**config.mk**
```make
export PLATFORM = sky130hd
export DESIGN_NAME = spi_cmd_ctrl_flat
export DESIGN_NICKNAME = d
export VERILOG_FILES = /design/src/rtl/spi_cmd_pkg.sv /design/src/rtl/spi_cmd_ctrl_if.sv /design/src/rtl/led_blinker.sv /design/src/rtl/spi_cmd_ctrl.sv /design/src/flat_wrapper.sv
export SDC_FILE = /design/constraint.sdc
export NUM_CORES = 1
export LEC_CHECK = 0
export BUFFER_PORTS_ARGS = -buffer_cell sky130_fd_sc_hd__buf_2
export CAP_MARGIN = 20
export CORE_ASPECT_RATIO = 0.8
export CORE_MARGIN = 2
export CORE_UTILIZATION = 60
export CTS_CLUSTER_SIZE = 40
export DETAILED_ROUTE_END_ITERATION = 8
export PLACE_DENSITY = 0.89
export SLEW_MARGIN = 20
export SYNTH_ARGS = -nofsm -noshare
export SYNTH_HDL_FRONTEND = slang
export SYNTH_SLANG_ARGS = --single-unit
```
**constraint.sdc**
```tcl
create_clock -name clk -period 2.9 [get_ports clk]
set_input_delay 0.58 -clock clk [delete_from_list [all_inputs] [get_ports clk]]
set_output_delay 0.58 -clock clk [all_outputs]
set_load 0.01 [all_outputs]
```
**src/rtl/spi_cmd_pkg.sv**
```systemverilog
// Shared definitions for the SPI command controller: opcodes, FSM states and
// the STATUS byte format.
package spi_cmd_pkg;

  typedef enum logic [2:0] {
    S_OP     = 3'd0,
    S_WADDR  = 3'd1,
    S_WDATA  = 3'd2,
    S_RADDR  = 3'd3,
    S_RDUMMY = 3'd4
  } state_t;

  localparam logic [7:0] OP_NOP    = 8'h00;
  localparam logic [7:0] OP_WRITE  = 8'h01;
  localparam logic [7:0] OP_READ   = 8'h02;
  localparam logic [7:0] OP_STATUS = 8'h03;

  localparam logic [3:0] STATUS_HI    = 4'hA;
  localparam logic [7:0] ERR_CLR_ADDR = 8'hFF;

  function automatic logic [7:0] status_byte(input logic [3:0] err);
    return {STATUS_HI, err};
  endfunction

endpackage

```
**src/rtl/spi_cmd_ctrl_if.sv**
```systemverilog
// Byte-level link between spi_slave and the command controller.
interface spi_cmd_ctrl_if;
  logic [7:0] cmd;
  logic       cmd_valid;
  logic       ssel_n;
  logic [7:0] response;

  modport master (output cmd, output cmd_valid, output ssel_n, input response);
  modport slave  (input cmd, input cmd_valid, input ssel_n, output response);
endinterface

```
**src/rtl/led_blinker.sv**
```systemverilog
// LED driver: free-running blink prescaler, XOR blink mask and output register.
module led_blinker #(
  parameter int LED_W     = 4,
  parameter int BLINK_DIV = 2**23
) (
  input  logic             clk,
  input  logic             rst_n,
  input  logic [LED_W-1:0] base,
  input  logic [LED_W-1:0] mask,
  output logic [LED_W-1:0] led
);

  localparam int PRE_W = (BLINK_DIV > 2) ? $clog2(BLINK_DIV) : 1;

  logic [PRE_W-1:0] pre_r;
  logic             blink_r;
  logic [LED_W-1:0] led_r;
  logic             wrap_s;

  assign wrap_s = (pre_r == PRE_W'(BLINK_DIV - 1));

  // Prescaler, blink phase and registered LED value
  always_ff @(posedge clk) begin
    if (!rst_n) begin
      pre_r   <= '0;
      blink_r <= 1'b0;
      led_r   <= '0;
    end else begin
      pre_r   <= wrap_s ? '0 : pre_r + PRE_W'(1);
      blink_r <= wrap_s ? ~blink_r : blink_r;
      led_r   <= base ^ (mask & {LED_W{blink_r}});
    end
  end

  assign led = led_r;

endmodule

```
**src/rtl/spi_cmd_ctrl.sv**
```systemverilog
// Register-file command decoder behind spi_slave: WRITE/READ/STATUS frames,
// error counter, deselect abort, idle timeout and LED drive.
module spi_cmd_ctrl
  import spi_cmd_pkg::*;
#(
  parameter int         NUM_REGS    = 8,
  parameter int         LED_W       = 4,
  parameter int         TIMEOUT_CYC = 2**20,
  parameter int         BLINK_DIV   = 2**23,
  parameter logic [7:0] ID_BYTE     = 8'hA7
) (
  input  logic              clk,
  input  logic              rst_n,
  spi_cmd_ctrl_if.slave     bus,
  output logic [LED_W-1:0]  led,
  output logic              wr_stb,
  output logic              busy
);

  localparam int         TMO_W   = (TIMEOUT_CYC > 2) ? $clog2(TIMEOUT_CYC) : 1;
  localparam int         NWR     = NUM_REGS - 1;
  localparam logic [7:0] ID_ADDR = 8'(NUM_REGS - 1);

  state_t           state_r, state_nx;
  logic [7:0]       regs_r [NWR];
  logic [7:0]       addr_r, addr_nx;
  logic [3:0]       err_r, err_nx;
  logic [7:0]       response_r, rsp_nx;
  logic             rd_hold_r, rd_hold_nx;
  logic             wr_stb_r, busy_r;
  logic [TMO_W-1:0] tmo_r;
  logic             ssel_q1_r, ssel_q2_r, ssel_q3_r;
  logic             abort_s, timeout_s;
  logic             wr_en_s, err_inc_s, err_clr_s, rd_load_s;
  logic [7:0]       rd_mux_s;
  logic             rd_oor_s;

  assign abort_s   = ssel_q2_r & ~ssel_q3_r;
  assign timeout_s = (state_r != S_OP) && (tmo_r == TMO_W'(TIMEOUT_CYC - 1));
  assign rd_oor_s  = (bus.cmd >= 8'(NUM_REGS));

  // Read-data mux addressed by the incoming address byte
  always_comb begin
    rd_mux_s = 8'h00;
    for (int i = 0; i < NWR; i++) begin
      rd_mux_s = rd_mux_s | ((bus.cmd == 8'(i)) ? regs_r[i] : 8'h00);
    end
    rd_mux_s = (bus.cmd == ID_ADDR) ? ID_BYTE : rd_mux_s;
  end

  // State register
  always_ff @(posedge clk) begin
    if (!rst_n) begin
      state_r <= S_OP;
    end else begin
      state_r <= state_nx;
    end
  end

  // Next state and per-byte actions; a deselect edge beats a coincident byte
  always_comb begin
    state_nx   = state_r;
    addr_nx    = addr_r;
    rd_hold_nx = rd_hold_r;
    wr_en_s    = 1'b0;
    err_inc_s  = 1'b0;
    err_clr_s  = 1'b0;
    rd_load_s  = 1'b0;
    if (abort_s) begin
      state_nx   = S_OP;
      rd_hold_nx = 1'b0;
    end else if (bus.cmd_valid) begin
      rd_hold_nx = 1'b0;
      case (state_r)
        S_OP: begin
          case (bus.cmd)
            OP_WRITE:          state_nx = S_WADDR;
            OP_READ:           state_nx = S_RADDR;
            OP_NOP, OP_STATUS: state_nx = S_OP;
            default: begin
              state_nx  = S_OP;
              err_inc_s = 1'b1;
            end
          endcase
        end
        S_WADDR: begin
          addr_nx  = bus.cmd;
          state_nx = S_WDATA;
        end
        S_WDATA: begin
          if (addr_r == ERR_CLR_ADDR) begin
            err_clr_s = 1'b1;
          end else if (addr_r < 8'(NWR)) begin
            wr_en_s = 1'b1;
          end else begin
            err_inc_s = 1'b1;
          end
          state_nx = S_OP;
        end
        S_RADDR: begin
          rd_load_s  = 1'b1;
          rd_hold_nx = 1'b1;
          err_inc_s  = rd_oor_s;
          state_nx   = S_RDUMMY;
        end
        S_RDUMMY: state_nx = S_OP;
        default:  state_nx = S_OP;
      endcase
    end else if (timeout_s) begin
      state_nx   = S_OP;
      rd_hold_nx = 1'b0;
      err_inc_s  = 1'b1;
    end else begin
      state_nx = state_r;
    end

    if (err_clr_s) begin
      err_nx = 4'h0;
    end else if (err_inc_s && (err_r != 4'hF)) begin
      err_nx = err_r + 4'd1;
    end else begin
      err_nx = err_r;
    end

    if (rd_load_s) begin
      rsp_nx = rd_oor_s ? 8'h00 : rd_mux_s;
    end else if (rd_hold_nx) begin
      rsp_nx = response_r;
    end else begin
      rsp_nx = status_byte(err_nx);
    end
  end

  // Datapath: register file, error counter, response, timer and ssel synchroniser
  always_ff @(posedge clk) begin
    if (!rst_n) begin
      for (int i = 0; i < NWR; i++) begin
        regs_r[i] <= 8'h00;
      end
      addr_r     <= 8'h00;
      err_r      <= 4'h0;
      response_r <= status_byte(4'h0);
      rd_hold_r  <= 1'b0;
      wr_stb_r   <= 1'b0;
      busy_r     <= 1'b0;
      tmo_r      <= '0;
      ssel_q1_r  <= 1'b1;
      ssel_q2_r  <= 1'b1;
      ssel_q3_r  <= 1'b1;
    end else begin
      for (int i = 0; i < NWR; i++) begin
        if (wr_en_s && (addr_r == 8'(i))) begin
          regs_r[i] <= bus.cmd;
        end
      end
      addr_r     <= addr_nx;
      err_r      <= err_nx;
      response_r <= rsp_nx;
      rd_hold_r  <= rd_hold_nx;
      wr_stb_r   <= wr_en_s;
      busy_r     <= (state_nx != S_OP);
      tmo_r      <= ((state_r == S_OP) || bus.cmd_valid || timeout_s) ? '0 : tmo_r + TMO_W'(1);
      ssel_q1_r  <= bus.ssel_n;
      ssel_q2_r  <= ssel_q1_r;
      ssel_q3_r  <= ssel_q2_r;
    end
  end

  led_blinker #(
    .LED_W     (LED_W),
    .BLINK_DIV (BLINK_DIV)
  ) u_led_blinker (
    .clk   (clk),
    .rst_n (rst_n),
    .base  (regs_r[0][LED_W-1:0]),
    .mask  (regs_r[1][LED_W-1:0]),
    .led   (led)
  );

  assign bus.response = response_r;
  assign wr_stb       = wr_stb_r;
  assign busy         = busy_r;

endmodule

```
**src/flat_wrapper.sv**
```systemverilog
// flat-port wrapper written by rule: the top's interface ports become plain ports
module spi_cmd_ctrl_flat import spi_cmd_pkg::*;
#(
  parameter int         NUM_REGS    = 8,
  parameter int         LED_W       = 4,
  parameter int         TIMEOUT_CYC = 2**20,
  parameter int         BLINK_DIV   = 2**23,
  parameter logic [7:0] ID_BYTE     = 8'hA7
)
  (clk, rst_n, led, wr_stb, busy, bus_cmd, bus_cmd_valid, bus_ssel_n, bus_response);
  spi_cmd_ctrl_if bus_i ();
  input  logic clk;
  input  logic rst_n;
  output logic [LED_W-1:0] led;
  output logic wr_stb;
  output logic busy;
  input wire logic [$bits(bus_i.cmd)-1:0] bus_cmd;
  input wire logic [$bits(bus_i.cmd_valid)-1:0] bus_cmd_valid;
  input wire logic [$bits(bus_i.ssel_n)-1:0] bus_ssel_n;
  output wire logic [$bits(bus_i.response)-1:0] bus_response;
  assign bus_i.cmd = bus_cmd;
  assign bus_i.cmd_valid = bus_cmd_valid;
  assign bus_i.ssel_n = bus_ssel_n;
  assign bus_response = bus_i.response;
  spi_cmd_ctrl #(.NUM_REGS(NUM_REGS), .LED_W(LED_W), .TIMEOUT_CYC(TIMEOUT_CYC), .BLINK_DIV(BLINK_DIV), .ID_BYTE(ID_BYTE)) u_core (.clk(clk), .rst_n(rst_n), .bus(bus_i), .led(led), .wr_stb(wr_stb), .busy(busy));
endmodule
```
==> impl_metrics.yaml, run 1 <==
die:
  coreArea_um2: 9690
  top_level_ports: 26
  core.rowCount: 32
  dieArea_um2: 10800
  start_util_pct: 61.7
  die_w_um: 116
  die_height_um: 93.3
global_routing:
  grt.overflow.total: 0
  grt_pass1_vias: 4404
  grt_usage_pct: 27.6
  grt_pass1_wl_um: 22100
  antenna_found_initial: 0
  grt_max_degree: 40
route:
  routed-via-count: 4492
  drt_iter0_markers: 365
  firstDrtPassIters: 5
  ant_nets: 0
  drc: 0
  avgViaCountPerCell: 5.93
  finalWirelength_um: 13700
  wire_per_inst_um: 18.0
cells_and_area:
  post-route-util_pct: 69.8
  syn_to_final_growth_pct: 13.1
  fin_cells: 758
  diodes: 0
  layout.nets: 624
  design_area_um2: 6760
  layout-drive-gt1-share_pct: 13.0
worst_setup_path:
  criticalPathCategory: "reg -> reg"
  critical_path_buf_inv_count: 0
  cp.arrival_ps: 2720
  required_ps: 3220
  cp_common_cell: "a21oi_1"
  path_delay_family: "simple AND/OR/NAND/NOR gates"
  path_cells: "or3_1, nor4b_4, a21oi_1, nand3_1, a21oi_1"
  slowest_stage: "nand3_1"
  cp-start-kind: "register"
  end_kind: "register"
  max_stage_delay_ps: 630
  path_max_fanout: 20
synth:
  synthCells: 587
  yosys_warnings: 0
  ys_async_sr_fraction_pct: 0
  synth_top_area_share_pct: 28.1
  synth_top_cell_by_area: "edfxtp_1"
  synth_area_leaders: "edfxtp_1, dfxtp_1, nor2_1"
  synth_nets: 602
  postSynthAreaPerCell_um2: 10.2
  ys.flop_type: "dfxtp_1"
  synth_seq_cells: 133
  synth_edf_count: 56
  yosysSeqAreaShare_pct: 53.9
  ys_types: 61
  synth_area_um2: 5980
timing:
  setup_tns_ps: 0
  fin_crit_sh_pct: 82.8
  slew_headroom_pct: 47.7
  final_hold_viol_count: 0
  hold_slack_ps: 361
  setup_viol: 0
  finalClockSkew_ps: 7.75
  worst_slew_pin_slew_ps: 783
  max_freq_mhz: 416
  fin_crit_ps: 2400
  rsz0062_at_grt: "false"
  slew_viol_final: 0
power:
  power.leakage_nw: 2.53
  internal_power_mw: 3.32
  seq_power_share_pct: 47.6
  power.share.clock_pct: 48.0
  ir_worst_vdd_mv: 0.750
  sw_frac_of_total_pct: 21.4
  comb_power_share_pct: 4.4
  switchingPower_uw: 908
  p_per_area_nw_per_um2: 626
clock_tree:
  numCtsBuffers: 17
  ctsResizeCount: 0
  ctsHoldBuffers: 0
  tritoncts: "done"
  insertion_delay_ps: 420
  cts.clk_slew.worst_paths_ps: 60
  post_cts_buffers: 0
  cts-htree-levels: 4
  cts.sinks: 133
  cts_root_buf: "clkbuf_16"
  ctsLongestPathBuffers: 2
placement:
  dp_hpwl_um: 9050
  place_congestion: 0.920
  detailed_place.area_um2: 6200
  dp.cells: 726
  io_buffers: 25
hold_path:
  hp-class: "in -> reg"
job:
  cap_violations: 0
status:
  outcome: "finished, final reports clean"
-- sequential cells by signal, summed over array words and instances, names as in the netlist, 3 cells and up --
| name | count |
|---|---|
| u_core.err_r | 4 |
| u_core.bus.response | 8 |
| u_core.addr_r | 8 |
| u_core.u_led_blinker.pre_r | 23 |
| u_core.u_led_blinker.led | 4 |
| u_core.tmo_r | 20 |
| u_core.state_r | 3 |
| u_core.regs_r | 56 |
-- cell usage after synthesis (8+ instances only) --
cell type and instances:
edfxtp_1 56, buf_2 8, xnor2_1 18, nor2_1 106
and3_1 13, and2_1 13, nand2_1 42, xor2_1 22
a21oi_1 16, nand4_1 12, nand3_1 27, clkbuf_1 14
dfxtp_1 77, o21ai_0 21, nor2b_1 14, inv_1 17
mux2i_1 21
-- final cells by class --
| class | count | area [um2] |
|---|---|---|
| Clock buffer | 21 | 450 |
| Clock inverter | 11 | 109 |
| Fill cell | 691 | 2930 |
| Inverter | 17 | 63.8 |
| Multi-Input combinational cell | 410 | 2580 |
| Sequential cell | 133 | 3220 |
| Tap cell | 136 | 170 |
| Timing Repair Buffer | 30 | 163 |
-- cell families after synthesis --
| group | after synthesis | synth area share (%) |
|---|---|---|
| buffers and inverters | 44 | 2.93 |
| DFF | 133 | 53.9 |
| adders and majority gates | 3 | 0.628 |
| and+or+nand+nor | 268 | 23.3 |
| AOI/OAI and AO/OA | 72 | 8.24 |
| muxes | 27 | 5.21 |
| xor gates and xnor gates | 40 | 5.86 |
-- path summary, 6_finish.rpt --
check | startpoint | endpoint | slack, ps | depth (start not counted)
hold reg to reg | u_core.ssel_q1_r$_SDFF_PN1_ | u_core.ssel_q2_r$_SDFF_PN1_ | 430 | 1
setup reg to reg | u_core.state_r[1]$_SDFF_PN0_ | u_core.tmo_r[14]$_SDFF_PP0_ | 500 | 5
setup / recovery | u_core.state_r[1]$_SDFF_PN0_ | u_core.tmo_r[14]$_SDFF_PP0_ | 500 | 5
hold / removal | bus_ssel_n | u_core.ssel_q1_r$_SDFF_PN1_ | 360 | 2
-- routing by layer --
layer	wire length (um)	GRT usage, %
met4	289	10.6
met5	0	0
met3	1380	9.98
met2	6270	41.5
met1	5710	36.8
-- metrics by stage --
step                worst slack, ps  power [mW]
finish                          498        4.23
global route                    322        4.35
CTS                             504        4.24
detailed placement              350        2.23
global placement                440        2.22
floorplan                       725        2.17
-- power by group through the flow --
stage	logic [mW]	clock network [mW]	registers, mW
after detailed placement	0.177	0	2.05
after global routing	0.200	2.13	2.02
final	0.184	2.03	2.01
after floorplan	0.121	0	2.04
after CTS	0.181	2.05	2.01
after global placement	0.172	0	2.05
-- worst reg2reg max path, stage by stage (launching register included) --
cell     delay, ps
dfxtp_1        390
or3_1          430
nor4b_4        160
a21oi_1        330
nand3_1        630
a21oi_1        370
-- cell usage in the layout, fill, tap and decap left out, types with 4 or more instances in the layout --
| cell | count |
|---|---|
| nor2_1 | 106 |
| dfxtp_1 | 77 |
| edfxtp_1 | 56 |
| nand2_1 | 42 |
| nand3_1 | 27 |
| buf_2 | 25 |
| xor2_1 | 22 |
| mux2i_1 | 21 |
| o21ai_0 | 21 |
| xnor2_1 | 18 |
| inv_1 | 17 |
| clkbuf_16 | 17 |
| a21oi_1 | 16 |
| nor2b_1 | 14 |
| and3_1 | 13 |
| and2_1 | 13 |
| nand4_1 | 12 |
| or3_1 | 7 |
| nand2b_1 | 7 |
| and4_1 | 6 |
| clkinv_2 | 5 |
| buf_4 | 5 |
| o221ai_1 | 4 |
| a22oi_1 | 4 |
(Power assumes the default switching activity.)
==> run 2, diff against run 1 <==
CORE_UTILIZATION = 55   (was 60)
PLACE_DENSITY = 0.86   (was 0.89)
clock period = 2 ns   (was 2.9 ns; I/O delays follow)
==> run 2 against run 1 <==
Effect of this change:
- the flow now finishes with violations (negative setup slack)
- combinational power grew 85%
- worst setup slack got worse by 510 ps
- first-iteration DRC count rose by 37%
- critical path type unchanged
- critical endpoint is now u_core.bus.response[2]$_SDFFE_PN0P_
- largest power group unchanged
==> impl_metrics.yaml, run 2 (same netlist as run 1, synthesis figures left out) <==
power:
  sw_frac_of_total_pct: 20.8
  switchingPower_mw: 1.34
  power.share.clock_pct: 49.3
  internal_power_mw: 5.09
  ir_worst_vdd_mv: 0.832
  comb_power_share_pct: 5.3
  power.leakage_nw: 2.86
  p_per_area_nw_per_um2: 856
  seq_power_share_pct: 45.4
route:
  finalWirelength_um: 14600
  avgViaCountPerCell: 5.69
  drc: 0
  firstDrtPassIters: 5
  drt_iter0_markers: 499
  routed-via-count: 4672
  wire_per_inst_um: 17.8
  ant_nets: 0
worst_setup_path:
  required_ps: 2290
  path_max_fanout: 5
  rr_startpoint: "u_core.addr_r[5]$_SDFFE_PN0P_"
  startpoint: "u_core.addr_r[5]$_SDFFE_PN0P_"
  end_kind: "register"
  cp.arrival_ps: 2300
  criticalPathCategory: "reg -> reg"
  cp-start-kind: "register"
timing:
  setup_viol: 2
  worst_slew_pin_slew_ps: 430
  finalClockSkew_ps: 6.35
  max_freq_mhz: 497
  fin_crit_ps: 2010
  hold_slack_ps: 176
  final_hold_viol_count: 0
  fin_crit_sh_pct: 101
  slew_viol_final: 0
  setup_slack_ps: -14.0
  rsz0062_at_grt: "true"
  slew_headroom_pct: 71.4
cells_and_area:
  fin_cells: 821
  final_common_cell: "nor2_1"
  syn_to_final_growth_pct: 25.5
  diodes: 0
  regMostFlops: "u_core.regs_r"
  top_regs: "u_core.regs_r x56, u_core.u_led_blinker.pre_r x23, u_core.tmo_r x20"
  largest_reg_flops: 56
  final_cell_mix: "nor2_1, dfxtp_1, edfxtp_1"
  post-route-util_pct: 70.0
  design_area_um2: 7510
  layout.nets: 679
  layout-drive-gt1-share_pct: 25.4
clock_tree:
  tritoncts: "done"
  cts.sinks: 133
  numCtsBuffers: 17
  cts_root_buf: "clkbuf_16"
  cts.clk_slew.worst_paths_ps: 60
  insertion_delay_ps: 410
  cts-htree-levels: 4
  ctsLongestPathBuffers: 2
global_routing:
  grt_usage_pct: 25.5
  grt_pass1_wl_um: 23300
  grt.overflow.total: 0
  grt_busiest_layer: "met2"
  grtUsageMet1_pct: 33.1
  grt_max_degree: 22
  antenna_found_initial: 0
  grt_pass1_vias: 4715
  use_met3_pct: 5.99
  met2_usage_pct: 41.9
die:
  start_util_pct: 55.8
  top_level_ports: 26
  die_height_um: 97.3
  die_w_um: 121
  coreArea_um2: 10700
  dieArea_um2: 11700
  core.rowCount: 34
hold_path:
  hp-start: "bus_ssel_n"
  hp-class: "in -> reg"
placement:
  dp.cells: 783
  io_buffers: 25
  dp_hpwl_um: 9660
  place_congestion: 0.878
  detailed_place.area_um2: 6650
status:
  outcome: "finished with violations"
  violations: "negative setup slack"
job:
  cap_violations: 0
==> run 2: changes by cell type in the layout (fill, tap and decap cells not counted), moves of 3 or more <==
cell     before  now
nand2_1      42   36
nor2_1      106   90
dfxtp_2       0    4
buf_4         5   50
nand2_8       0    4
buf_6         0    4
dfxtp_1      77   73
nor2_2        0   14
buf_12        0    3
==> run 2: through the flow <==
stage / power (mW) / setup TNS (ps) / worst slack, ps
6_report: 6.42 / -25.2 / -14.0
5_1_grt: 6.59 / -2190 / -62.3
4_1_cts: 6.43 / -4.57 / -2.59
3_5_place_dp: 3.28 / -987 / -165
3_3_place_gp: 3.27 / -565 / -117
2_1_floorplan: 3.14 / 0 / 6.14
==> run 2: power groups by stage <==
stage | clock network (mW) | registers (mW) | logic (mW)
2_1_floorplan | 0 | 2.96 | 0.179
3_3_place_gp | 0 | 2.97 | 0.301
3_5_place_dp | 0 | 2.97 | 0.311
4_1_cts | 3.19 | 2.92 | 0.320
5_1_grt | 3.31 | 2.92 | 0.364
6_report | 3.17 | 2.92 | 0.340
==> run 2: final timing paths <==
kind | slack, ps | endpoint | cells past startpoint
worst max-delay path | -10 | u_core.bus.response[2]$_SDFFE_PN0P_ | 6
worst min-delay path | 180 | u_core.ssel_q1_r$_SDFF_PN1_ | 2
worst max register to register | -10 | u_core.bus.response[2]$_SDFFE_PN0P_ | 6
worst min register to register | 410 | u_core.ssel_q2_r$_SDFF_PN1_ | 1
==> run 2: area by class of cell <==
class                           count  area, um2
Timing Repair Buffer               84        636
Clock buffer                       20        437
Inverter                           17       63.8
Sequential cell                   133       3230
Clock inverter                     12        160
Fill cell                         752       3210
Tap cell                          144        180
Multi-Input combinational cell    411       2800
==> run 2: what timing repair did <==
| action | 4_1_cts | 5_1_grt |
|---|---|---|
| buffers inserted | 2 | 3 |
| hold buffers | 0 | 0 |
| pin swaps | 2 | 11 |
| gates cloned | 1 | 0 |
| gates resized for setup | 2 | 53 |
| setup endpoints to repair | 9 | 123 |
==> run 2: worst max-delay path: stages, from the launching register on <==
cell     delay (ps)
dfxtp_2         320
or4_4           570
nor3b_4         250
o31ai_4         110
o21ai_4         230
mux2i_1         270
a31oi_1         120
==> run 2: metal layers <==
layer  part of all wire, %  vias up  wire length (um)
met1                    42     2241              6110
met5                     0        -                 0
li1                      -     2225                 -
met3                   6.6       28               962
met2                    50      178              7310
met4                   1.8        0               262
==> run 3, diff against run 2 <==
CELL_PAD_IN_SITES_DETAIL_PLACEMENT = 0   (was not set)
CELL_PAD_IN_SITES_GLOBAL_PLACEMENT = 1   (was not set)
CORE_UTILIZATION = 44   (was 55)
GPL_TIMING_DRIVEN = 0   (was not set)
PLACE_DENSITY = 0.87   (was 0.86)
RECOVER_POWER = 25   (was not set)
==> run 3 against run 2 <==
Effect of this change:
- the run still ends with negative setup slack left
- worst setup slack worse by 60 ps
- wire length fell by 1.7%
- sequential power hardly changed
- critical path type unchanged
- critical endpoint is now u_core.regs_r[2][7]$_SDFFCE_PN0P_
- largest power group unchanged
==> impl_metrics.yaml, run 3 (same netlist as run 1, synthesis figures left out) <==
cells_and_area:
  largest_reg_flops: 56
  layout.nets: 661
  layout-drive-gt1-share_pct: 23.4
  syn_to_final_growth_pct: 24.1
  design_area_um2: 7430
  top_regs: "u_core.regs_r x56, u_core.u_led_blinker.pre_r x23, u_core.tmo_r x20"
  diodes: 0
  final_common_cell: "nor2_1"
  final_cell_mix: "nor2_1, dfxtp_1, edfxtp_1"
  regMostFlops: "u_core.regs_r"
  post-route-util_pct: 55.4
timing:
  setup_slack_ps: -73.5
  slew_viol_final: 0
  final_hold_viol_count: 0
  slew_headroom_pct: 43.4
  fin_crit_sh_pct: 104
  worst_slew_pin_slew_ps: 845
  rsz0062_at_grt: "true"
  finalClockSkew_ps: 8.82
  fin_crit_ps: 2070
  max_freq_mhz: 482
  setup_viol: 49
worst_setup_path:
  max_stage_delay_ps: 560
  criticalPathCategory: "reg -> reg"
  slowest_stage: "or4_4"
  r2r_setup_slack_ps: -70
  path_cells: "or4_4, nor4_4, buf_4, nand4_1, nand2_4"
  path_delay_family: "simple AND/OR/NAND/NOR gates"
  cp.arrival_ps: 2190
  path_max_fanout: 8
  critical_path_buf_inv_count: 1
  cp-start-kind: "register"
  required_ps: 2120
  end_kind: "register"
power:
  p_per_area_nw_per_um2: 830
  ir_worst_vdd_mv: 0.654
  power.leakage_nw: 2.66
route:
  firstDrtPassIters: 7
  finalWirelength_um: 14400
  drc: 0
  drt_iter0_markers: 379
  wire_per_inst_um: 17.2
  routed-via-count: 4557
  ant_nets: 0
  avgViaCountPerCell: 5.43
die:
  die_w_um: 134
  start_util_pct: 44.6
  core.rowCount: 38
  coreArea_um2: 13400
  top_level_ports: 26
  dieArea_um2: 14500
  die_height_um: 108
clock_tree:
  tritoncts: "done"
  ctsLongestPathBuffers: 2
  insertion_delay_ps: 420
  cts.sinks: 133
  cts-htree-levels: 4
  ctsHoldBuffers: 0
  numCtsBuffers: 17
  cts.clk_slew.worst_paths_ps: 60
  cts_root_buf: "clkbuf_16"
global_routing:
  grt.overflow.total: 0
  antenna_found_initial: 0
  grt_max_degree: 17
  grt_pass1_vias: 4223
  grt_pass1_wl_um: 22100
  grt_usage_pct: 20.2
hold_path:
  hp-class: "in -> reg"
status:
  violations: "negative setup slack"
  outcome: "finished with violations"
placement:
  pre_cts_slack_ps: -781
  io_buffers: 24
  detailed_place.area_um2: 6360
  dp_hpwl_um: 9670
  place_congestion: 0.886
job:
  cap_violations: 0
[run 3: report_power, final]
part           internal, mW  total (mW)  switching, mW  leakage, nW
clock                  1.78        2.94           1.16        0.276
combinational        0.0974       0.311          0.213         1.19
sequential             2.89        2.91         0.0269         1.20
total                  4.76        6.16           1.40         2.66
[run 3: routing by layer]
layer  track usage (%)  routed length [um]
met4              9.02                 263
met5                 0                   0
met1              27.0                6560
met3              5.30                 907
met2              31.2                6660
[run 3: through the flow]
step           hold slack (ps)  setup TNS, ps  cells  power (mW)
5_1_grt                    172          -4430    839        6.36
4_1_cts                    166          -5610    832        6.19
3_3_place_gp               391         -34060    791        3.24
6_report                   179          -1560    839        6.16
3_5_place_dp               398         -41910    791        3.25
2_1_floorplan              386              0    587        3.14
[run 3: worst paths after layout]
path | to | start | cells past startpoint
max | u_core.regs_r[2][7]$_SDFFCE_PN0P_ | u_core.addr_r[7]$_SDFFE_PN0P_ | 5
min | u_core.ssel_q1_r$_SDFF_PN1_ | bus_ssel_n | 2
max reg2reg | u_core.regs_r[2][7]$_SDFFCE_PN0P_ | u_core.addr_r[7]$_SDFFE_PN0P_ | 5
min reg2reg | u_core.ssel_q2_r$_SDFF_PN1_ | u_core.ssel_q1_r$_SDFF_PN1_ | 1
[run 3: timing repair]
| item | in CTS | in global routing |
|---|---|---|
| cloned | 0 | 1 |
| pin swaps | 18 | 37 |
| endpoints found under the setup margin | 148 | 155 |
| buffers inserted | 11 | 8 |
| resized for setup | 25 | 82 |
[run 3: cell type report]
| class | count | area [um2] |
|---|---|---|
| Buffer | 23 | 116 |
| Clock buffer | 23 | 503 |
| Timing Repair Buffer | 43 | 295 |
| Clock inverter | 9 | 66.3 |
| Sequential cell | 133 | 3230 |
| Fill cell | 1145 | 5980 |
| Multi-Input combinational cell | 411 | 2920 |
| Inverter | 17 | 63.8 |
| Tap cell | 180 | 225 |
